==> config.mk <==
export PLATFORM = sky130hd
export DESIGN_NAME = flash
export DESIGN_NICKNAME = d
export VERILOG_FILES = /design/src/rtl/flash.sv
export SDC_FILE = /design/constraint.sdc
export NUM_CORES = 1
export LEC_CHECK = 0
export ABC_AREA = 0
export BUFFER_PORTS_ARGS = -buffer_cell sky130_fd_sc_hd__buf_2
export CAP_MARGIN = 5
export CORE_MARGIN = 4
export CORE_UTILIZATION = 48
export DETAILED_ROUTE_END_ITERATION = 7
export GPL_ROUTABILITY_DRIVEN = 0
export MAX_ROUTING_LAYER = met4
export SLEW_MARGIN = 10
export SYNTH_ARGS = -nofsm -noshare
export SYNTH_HDL_FRONTEND = slang
export SYNTH_SLANG_ARGS = --single-unit
==> constraint.sdc <==
create_clock -name sclk -period 4.6 [get_ports sclk]
set_input_delay 0 -clock sclk [delete_from_list [all_inputs] [get_ports sclk]]
set_output_delay 0 -clock sclk [all_outputs]
set_load 0.005 [all_outputs]
==> src/rtl/flash.sv <==
// Single-shot SPI flash sequencer: write-enable, page program, busy poll, read-back.
// Define FLASH_ERASE_EN to prefix the program with a write-enable + sector erase + busy poll.
module flash #(
    parameter logic [23:0] ADDR     = 24'h000000,
    parameter logic [7:0]  WR_DATA  = 8'hA5,
    parameter int unsigned CLK_DIV  = 2,
    parameter int unsigned CS_GAP   = 4,
    parameter int unsigned POLL_MAX = 65535
) (
    input  logic       sclk,
    input  logic       srst_n,
    input  logic       en,
    input  logic       spi_di,
    output logic       spi_clk,
    output logic       spi_do,
    output logic       spi_cs,
    output logic [7:0] datareadout
);

    typedef enum logic [2:0] {
        S_IDLE, S_WREN, S_PROG, S_POLL, S_READ, S_EWREN, S_ERASE, S_EPOLL
    } state_t;

    typedef enum logic [2:0] {
        P_IDLE, P_LEAD, P_HIGH, P_LOW, P_TRAIL, P_GAP
    } phase_t;

    localparam logic [15:0] DIV_M1   = 16'(CLK_DIV - 1);
    localparam logic [15:0] GAP_M1   = (CS_GAP > 1) ? 16'(CS_GAP - 1) : 16'd0;
    localparam logic [31:0] POLL_LIM = 32'(POLL_MAX);

`ifdef FLASH_ERASE_EN
    localparam state_t FIRST = S_EWREN;
`else
    localparam state_t FIRST = S_WREN;
`endif

    // Outgoing bits are left-aligned; trailing zeros give a quiet MOSI during input-only bits.
    function automatic logic [39:0] frame_tx(input state_t s);
        case (s)
            S_WREN, S_EWREN: frame_tx = {8'h06, 32'h0};
            S_PROG:          frame_tx = {8'h02, ADDR, WR_DATA};
            S_POLL, S_EPOLL: frame_tx = {8'h05, 32'h0};
            S_READ:          frame_tx = {8'h03, ADDR, 8'h00};
            S_ERASE:         frame_tx = {8'h20, ADDR[23:12], 12'h000, 8'h00};
            default:         frame_tx = '0;
        endcase
    endfunction

    function automatic logic [5:0] frame_bits(input state_t s);
        case (s)
            S_WREN, S_EWREN: frame_bits = 6'd8;
            S_PROG, S_READ:  frame_bits = 6'd40;
            S_POLL, S_EPOLL: frame_bits = 6'd16;
            S_ERASE:         frame_bits = 6'd32;
            default:         frame_bits = 6'd0;
        endcase
    endfunction

    state_t      state, state_n;
    phase_t      phase, phase_n;
    logic [15:0] cnt, cnt_n;
    logic [5:0]  bit_cnt, bit_n;
    logic [5:0]  nbits, nbits_n;
    logic [38:0] tx_sr, tx_n;
    logic [7:0]  rx_sr, rx_n;
    logic [31:0] poll_cnt, poll_n, poll_next;
    logic [39:0] tx_word;
    logic        en_q;
    logic        dr_load, dr_load_n;
    logic        clk_n, cs_n, do_n;
    logic        launch;
    logic        start;

    assign start = en & ~en_q;

    always_comb begin
        state_n   = state;
        phase_n   = phase;
        cnt_n     = cnt;
        bit_n     = bit_cnt;
        nbits_n   = nbits;
        tx_n      = tx_sr;
        rx_n      = rx_sr;
        poll_n    = poll_cnt;
        poll_next = poll_cnt + 32'd1;
        clk_n     = spi_clk;
        cs_n      = spi_cs;
        do_n      = spi_do;
        dr_load_n = 1'b0;
        launch    = 1'b0;
        tx_word   = '0;

        case (phase)
            P_IDLE: begin
                if (start) begin
                    state_n = FIRST;
                    launch  = 1'b1;
                end
            end
            P_LEAD, P_LOW: begin
                if (cnt == DIV_M1) begin
                    cnt_n   = '0;
                    clk_n   = 1'b1;
                    rx_n    = {rx_sr[6:0], spi_di};
                    bit_n   = bit_cnt + 6'd1;
                    phase_n = P_HIGH;
                    if (state == S_READ && bit_n == nbits) dr_load_n = 1'b1;
                end else begin
                    cnt_n = cnt + 16'd1;
                end
            end
            P_HIGH: begin
                if (cnt == DIV_M1) begin
                    cnt_n = '0;
                    clk_n = 1'b0;
                    if (bit_cnt == nbits) begin
                        phase_n = P_TRAIL;
                    end else begin
                        phase_n = P_LOW;
                        do_n    = tx_sr[38];
                        tx_n    = {tx_sr[37:0], 1'b0};
                    end
                end else begin
                    cnt_n = cnt + 16'd1;
                end
            end
            P_TRAIL: begin
                if (cnt == DIV_M1) begin
                    cnt_n   = '0;
                    cs_n    = 1'b1;
                    do_n    = 1'b0;
                    phase_n = P_GAP;
                end else begin
                    cnt_n = cnt + 16'd1;
                end
            end
            P_GAP: begin
                // The next frame is decided and launched on the same edge the gap expires.
                if (cnt == GAP_M1) begin
                    cnt_n = '0;
                    case (state)
                        S_WREN: state_n = S_PROG;
                        S_PROG: state_n = S_POLL;
                        S_POLL, S_EPOLL: begin
                            if (!rx_sr[0]) begin
                                poll_n = '0;
                                if (state == S_POLL) state_n = S_READ;
                                else                 state_n = S_WREN;
                            end else if (poll_next >= POLL_LIM) begin
                                poll_n  = '0;
                                state_n = S_IDLE;
                            end else begin
                                poll_n = poll_next;
                            end
                        end
`ifdef FLASH_ERASE_EN
                        S_EWREN: state_n = S_ERASE;
                        S_ERASE: state_n = S_EPOLL;
`endif
                        default: state_n = S_IDLE;
                    endcase
                    if (state_n == S_IDLE) phase_n = P_IDLE;
                    else                   launch  = 1'b1;
                end else begin
                    cnt_n = cnt + 16'd1;
                end
            end
            default: begin
                state_n = S_IDLE;
                phase_n = P_IDLE;
            end
        endcase

        if (launch) begin
            tx_word = frame_tx(state_n);
            nbits_n = frame_bits(state_n);
            phase_n = P_LEAD;
            cnt_n   = '0;
            bit_n   = '0;
            cs_n    = 1'b0;
            do_n    = tx_word[39];
            tx_n    = tx_word[38:0];
        end
    end

    always_ff @(posedge sclk) begin
        if (!srst_n) begin
            state       <= S_IDLE;
            phase       <= P_IDLE;
            cnt         <= '0;
            bit_cnt     <= '0;
            nbits       <= '0;
            tx_sr       <= '0;
            rx_sr       <= '0;
            poll_cnt    <= '0;
            en_q        <= 1'b0;
            dr_load     <= 1'b0;
            spi_clk     <= 1'b0;
            spi_cs      <= 1'b1;
            spi_do      <= 1'b0;
            datareadout <= '0;
        end else begin
            state    <= state_n;
            phase    <= phase_n;
            cnt      <= cnt_n;
            bit_cnt  <= bit_n;
            nbits    <= nbits_n;
            tx_sr    <= tx_n;
            rx_sr    <= rx_n;
            poll_cnt <= poll_n;
            en_q     <= en;
            dr_load  <= dr_load_n;
            spi_clk  <= clk_n;
            spi_cs   <= cs_n;
            spi_do   <= do_n;
            if (dr_load) datareadout <= rx_sr;
        end
    end

endmodule

==> flow_summary.ini, run 1 <==
[global_routing]
grt_usage = 0.198
grt_pass1_wl_mm = 22.3
antenna_found_initial = 0
grt_pass1_vias = 4744
grt_max_degree = 44
grt_overflow = 0

[worst_setup_path]
crit_required_ps = 4930
reg2regPathDepth = 10
crit_type = flop to flop
crit_start = poll_cnt[0]
worst_setup_path_start_kind = flop
rrSetupSlack_ps = 1100
reg2reg_to = poll_cnt[8]
reg2reg_from = poll_cnt[0]
cp_data_arrival_time_ps = 3830
cp_max_fo = 14
end_kind = flop

[worst_hold_path]
hp-class = input port to flop
min_to = en_q
min_path_cells = 3
hold_path.startpoint = en

[cells_and_area]
fill_cells = 1122
diodes = 0
most-common-layout-cells = nand2_1 (137), dfxtp_1 (123), a21oi_1 (77), nor2_1 (60), and3_1 (33)
syn2layout_area_growth_pct = 13.1
final_common_cell = nand2_1
multi_input_area_sq_mm = 0.00306
drive_gt1_frac = 0.0940
layout.nets = 733
stdcell_count = 877
regArea_sq_mm = 0.00246
utilization = 0.564

[die]
num_io_pins = 15
dieWidth_um = 118
start_util = 0.498
core_sq_mm = 0.0116
die_y_um = 118
row_count = 39
dieArea_sq_mm = 0.0138

[pwr]
internal_power_w = 0.00198
p_sw_w = 0.000547
p_per_area_mw_per_mm2 = 388
swShare = 0.216
pwr-share-comb = 0.038
ir_worst_vdd_mv = 0.275
p_seq_frac = 0.430
pwr-share-clk = 0.533
p_leak_nw = 2.29
p_total_w = 0.00253

[clock_tree]
cts_buffers = 17
clk_path_buf_depth = 2
ctsHtreeMaxLevel = 4
cts_setup_buffers = 0
root_buffer = clkbuf_16
clock-sinks = 123
clock_latency_ps = 420
path_clk_slew_ps = 60
cts_tree = yes

[timing]
worstMarginPinSlew_ps = 791
relSlewSlack = 0.471
finalCritPeriodShare = 0.761
fin_crit_ps = 3500
whs_ps = 347
final-setup-viol-count = 0
clock-skew-final_ps = 5.19
max_freq_ghz = 0.286
maxSlewViolCount = 0
fin_tns_setup_ps = 0
rsz0062_at_grt = false
hold_viol = 0

[synthesis]
syn_area_sq_mm = 0.00576
synthesis.nets = 731
syn_area_per_cell_sq_um = 8.00
synth_cell_type_count = 67
synth_edf_count = 0
synth_seq_area_share = 0.427
synth-main-ff-cell = dfxtp_1
synth-seq-cells = 123
netlist_instances = 720
synth-async-reset-ratio = 0
yosys_warnings = 0

[drt]
wl_per_cell_um = 14.4
vias_per_cell = 5.62
via_count = 4928
routed_wl_mm = 12.6
dr.pass1.iters = 4
drc = 0
ant_nets = 0
drtIter0Drc = 293

[outcome]
status = finished clean

[placement]
dp.cells = 843
port_buffers = 14
hpwlAfterDp_mm = 8.14

[job]
maxCapViolations = 0
[worst max-delay path by stage]
stage,to,slack (ps),depth (start not counted)
final,poll_cnt[8],1100,10
after global routing,poll_cnt[8],700,10
after CTS,poll_cnt[8],1150,10
after detailed placement,poll_cnt[8],1160,10
after global placement,poll_cnt[3],1330,10
after floorplan,tx_sr[32],1830,11
[worst max-delay path: stages (launching register included)]
cell	delay, ps
dfxtp_1	420
ha_1	300
and3_1	350
nand3_2	190
o31ai_1	310
nand4_1	190
nor4_4	360
nand4_2	440
nor2_2	330
nand2_1	240
o31ai_1	290
[registers in the layout, indices dropped and copies added, names as in the netlist]
register / cells
bit_cnt: 6
cnt: 16
datareadout: 8
dr_load: 1
en_q: 1
nbits: 3
phase: 3
poll_cnt: 32
rx_sr: 8
spi_clk: 1
spi_cs: 1
spi_do: 1
state: 3
tx_sr: 39
[cell families (layout without fill, tap and decap cells)]
logic type,after synthesis,after routing,share of synthesized area
AO/OA/AOI/OAI,148,148,0.153
adder cells (fa/ha/maj),8,8,0.0169
flip-flops,123,123,0.427
buffers and inverters,59,73,0.0443
XOR/XNOR,31,31,0.0471
AND/OR/NAND/NOR,341,341,0.294
multiplexers,10,10,0.0174
[area by class of cell]
type | count | share of cell area
tap | 143 | 0.0274
inverter | 19 | 0.0109
clock inverter | 11 | 0.0223
timing repair buffer | 23 | 0.0223
multi-input combinational | 538 | 0.469
clock buffer | 20 | 0.0700
sequential | 123 | 0.378
[metal layers]
| metal | vias to the layer above | track usage | share of wire |
|---|---|---|---|
| li1 | 2527 | - | - |
| met4 | 0 | 0.0630 | 0.0088 |
| met2 | 76 | 0.314 | 0.48 |
| met1 | 2314 | 0.240 | 0.47 |
| met5 | - | - | 0 |
| met3 | 11 | 0.0668 | 0.040 |
[what timing repair did]
item	CTS	global route
gates resized for setup	0	0
endpoints found under the hold margin	3	0
hold buffers	3	0
[stage by stage]
stage	area (sq um)	worst slack, ps
floorplan	5760	1830
global placement	5890	1330
detailed placement	5890	1160
CTS	6520	1150
global route	6520	697
finish	6520	1100
[power groups by stage]
stage	Sequential [W]	Combinational (W)	Clock [W]
5_1_grt	0.00109	0.000107	0.00144
2_1_floorplan	0.00110	0.0000736	0
4_1_cts	0.00109	0.0000957	0.00138
3_3_place_gp	0.00111	0.0000917	0
3_5_place_dp	0.00111	0.0000935	0
6_report	0.00109	0.0000949	0.00135
[Yosys cell counts (all sizes together) (2+ instances only)]
cell    count  area (sq um)
a31oi       6          37.5
a211oi      4          30.0
o22ai       5          31.3
nand3b      3          22.5
xnor2      15           131
buf        15          90.1
o211ai      3          27.5
and3       35           225
clkbuf     25          93.8
and4        6          52.6
mux2i      10           100
dfxtp     123          2460
and2        5          31.3
nor3b       4          30.0
xor2       16           140
nor4       15           109
inv        19          71.3
nor2b       3          18.8
a21oi      78           394
a21boi      3          26.3
nor4b       2          17.5
o31ai       7          52.6
nor3       14          75.1
ha          7          87.6
nor2       61           231
a22oi       2          15.0
nand3      22           125
nand2     137           514
o21ai      23           119
nand4      15           113
a21o        3          22.5
or4         3          22.5
nand2b      7          43.8
a31o        2          17.5
or3         6          37.5
No activity file was read; power rests on OpenSTA's default activity.
==> run 2: changes to the inputs <==
--- a/config.mk
+++ b/config.mk
@@ -5,7 +5,7 @@
 export SDC_FILE = /design/constraint.sdc
 export NUM_CORES = 1
 export LEC_CHECK = 0
-export ABC_AREA = 0
+export ABC_AREA = 1
 export BUFFER_PORTS_ARGS = -buffer_cell sky130_fd_sc_hd__buf_2
 export CAP_MARGIN = 5
 export CORE_MARGIN = 4
==> constraint.sdc (replaced) <==
create_clock -name sclk -period 3.61 [get_ports sclk]
set_input_delay 0 -clock sclk [delete_from_list [all_inputs] [get_ports sclk]]
set_output_delay 0 -clock sclk [all_outputs]
set_load 0.005 [all_outputs]
==> run 2 against run 1 <==
First-iteration DRC count increased by 37%. Worst setup slack got worse by 410 ps. Utilization fell by 0.10 points. Worst hold slack improved by 75 ps. Via count grew 16%. Final cell count rose by 29%. Critical endpoint is now cnt[6]. Register-to-register slack worse by 410 ps. Sequential cell count did not move. Synthesized area increased by 6.9%. Wire length up 10%. Sequential share of layout area shrank 3.0 points.
==> flow_summary.ini, run 2 <==
[pwr]
p_total_w = 0.00338
p_leak_nw = 2.79
ir_worst_vdd_mv = 0.385
p_per_area_mw_per_mm2 = 478

[timing]
worstMarginPinSlew_ps = 589
maxSlewViolCount = 0
final-setup-viol-count = 0
hold_viol = 0
fin_tns_setup_ps = 0
relSlewSlack = 0.606
timing.final.ws_setup_ps = 696
max_freq_ghz = 0.343
rsz0062_at_grt = false
finalCritPeriodShare = 0.807
clock-skew-final_ps = 6.76
fin_crit_ps = 2910

[die]
die_y_um = 121
dieWidth_um = 121
num_io_pins = 15
core_sq_mm = 0.0126
start_util = 0.490
row_count = 41
dieArea_sq_mm = 0.0147

[worst_setup_path]
crit_type = flop to flop
cp_cell_sequence = ha_1 -> nand3_1 -> nor2_1 -> nand4_1 -> nand2_1 -> nand2_1 -> nor2_1 -> nand2_1 -> nor2_1 -> nor2_2 -> nand3_2 -> nand2_1 -> nor2_2 -> nand2_2 -> a21oi_4 -> nand2_2 -> buf_12 -> nor3b_2
crit_slowest_cell = dfxtp_1
crit_required_ps = 3940
cp_data_arrival_time_ps = 3250
cpPeakStageDelay_ps = 390
end_kind = flop
path_common_cell = nand2_1
cp_max_fo = 45
worst_setup_path_start_kind = flop

[clock_tree]
clock_latency_ps = 410
cts_setup_buffers = 0
cts_tree = yes
ctsHtreeMaxLevel = 4
clk_path_buf_depth = 2
path_clk_slew_ps = 60
clock-sinks = 123
cts_buffers = 17
root_buffer = clkbuf_16

[drt]
drtIter0Drc = 400
vias_per_cell = 5.04
dr.pass1.iters = 5
drc = 0
wl_per_cell_um = 12.3
via_count = 5695
ant_nets = 0
routed_wl_mm = 13.9

[cells_and_area]
final_area_sq_mm = 0.00707
largest_register_ffs = 39
drive_gt1_frac = 0.0961
layout.nets = 955
fill_cells = 1236
utilization = 0.563
diodes = 0
top_register = tx_sr
final_common_cell = nand2_1
top_regs = tx_sr: 39 flops, poll_cnt: 32 flops, cnt: 16 flops
most-common-layout-cells = nand2_1 (240), nor2_1 (152), dfxtp_1 (123), inv_1 (100), o21ai_0 (55)
syn2layout_area_growth_pct = 14.8

[global_routing]
grt_busiest_layer = met2
met3_usage = 0.0536
grt_usage = 0.206
grt.met1_usage = 0.257
grt_pass1_wl_mm = 24.2
antenna_found_initial = 0
met2_usage = 0.328
grt_max_degree = 52
grt_overflow = 0
grt_pass1_vias = 5316

[placement]
place_area_sq_mm = 0.00640
port_buffers = 14
hpwlAfterDp_mm = 9.80
dp_slack_ps = 707

[synthesis]
synth_seq_area_share = 0.400
yosys_warnings = 0
netlist_instances = 925
syn_area_sq_mm = 0.00616
synthesis.nets = 936
synth-seq-cells = 123
syn_area_per_cell_sq_um = 6.66
synth_top_cells_by_area = dfxtp_1 (40%), nand2_1 (15%), nor2_1 (9.3%), inv_1 (6.1%), o21ai_0 (4.5%)
ys_top_cells_by_count = nand2_1 (240), nor2_1 (152), dfxtp_1 (123)
yosysMostFrequentCell = nand2_1
synth_edf_count = 0
yosysTopAreaCellShare = 0.400
yosys.area.top_type = dfxtp_1
synth_cell_type_count = 43
synth-main-ff-cell = dfxtp_1
synth-async-reset-ratio = 0

[worst_hold_path]
hp-class = input port to flop

[job]
maxCapViolations = 0

[outcome]
status = finished clean
-- run 2: critical path, delay by kind of cell (launching register included) --
family,cells,cell delay [ps]
AO/OA/AOI/OAI,1,200
adder cells (fa/ha/maj),1,240
buffers and inverters,1,230
flip-flops,1,390
AND/OR/NAND/NOR,15,1750
-- run 2: metal layers --
metal	vias to the layer above	wire, um
li1	2985	-
met1	2560	6600
met2	131	6470
met3	19	656
met4	0	174
met5	-	0
-- run 2: path summary, 6_finish.rpt --
| check | depth (start not counted) | start | endpoint | slack (ps) |
|---|---|---|---|---|
| setup / recovery | 18 | poll_cnt[1] | cnt[6] | 700 |
| hold / removal | 4 | spi_di | rx_sr[0] | 420 |
| setup reg to reg | 18 | poll_cnt[1] | cnt[6] | 700 |
| hold reg to reg | 2 | poll_cnt[31] | poll_cnt[31] | 460 |
-- run 2: cells by family (layout without fill, tap and decap cells) --
| family | Yosys count | after routing | synth area share |
|---|---|---|---|
| AO/OA/AOI/OAI | 123 | 123 | 0.107 |
| XOR/XNOR | 18 | 18 | 0.0256 |
| adder cells (fa/ha/maj) | 7 | 7 | 0.0142 |
| buffers and inverters | 128 | 160 | 0.0802 |
| flip-flops | 123 | 123 | 0.400 |
| AND/OR/NAND/NOR | 526 | 526 | 0.373 |
-- run 2: repair_timing --
action / in CTS / in global routing
hold buffers: 4 / 0
endpoints found under the hold margin: 3 / 0
resized for setup: 0 / 0
-- run 2: power by group --
part	internal (W)	switching, W
Sequential	0.00138	0.0000144
Clock	0.00118	0.000614
Combinational	0.0000599	0.000139
-- run 2: stage by stage --
| stage | hold slack (ps) | cells |
|---|---|---|
| 3_3_place_gp | 212 | 1093 |
| 5_1_grt | 436 | 1129 |
| 4_1_cts | 414 | 1129 |
| 2_1_floorplan | 93.5 | 925 |
| 6_report | 422 | 1129 |
| 3_5_place_dp | 209 | 1093 |
-- run 2: final cells by class --
cell class	instances	area, sq um	share of cell area
Multi-Input combinational cell	674	3200	0.453
Inverter	103	387	0.0547
Sequential cell	123	2460	0.348
Tap cell	172	215	0.0304
Clock inverter	10	136	0.0193
Timing Repair Buffer	25	175	0.0248
Clock buffer	22	494	0.0699
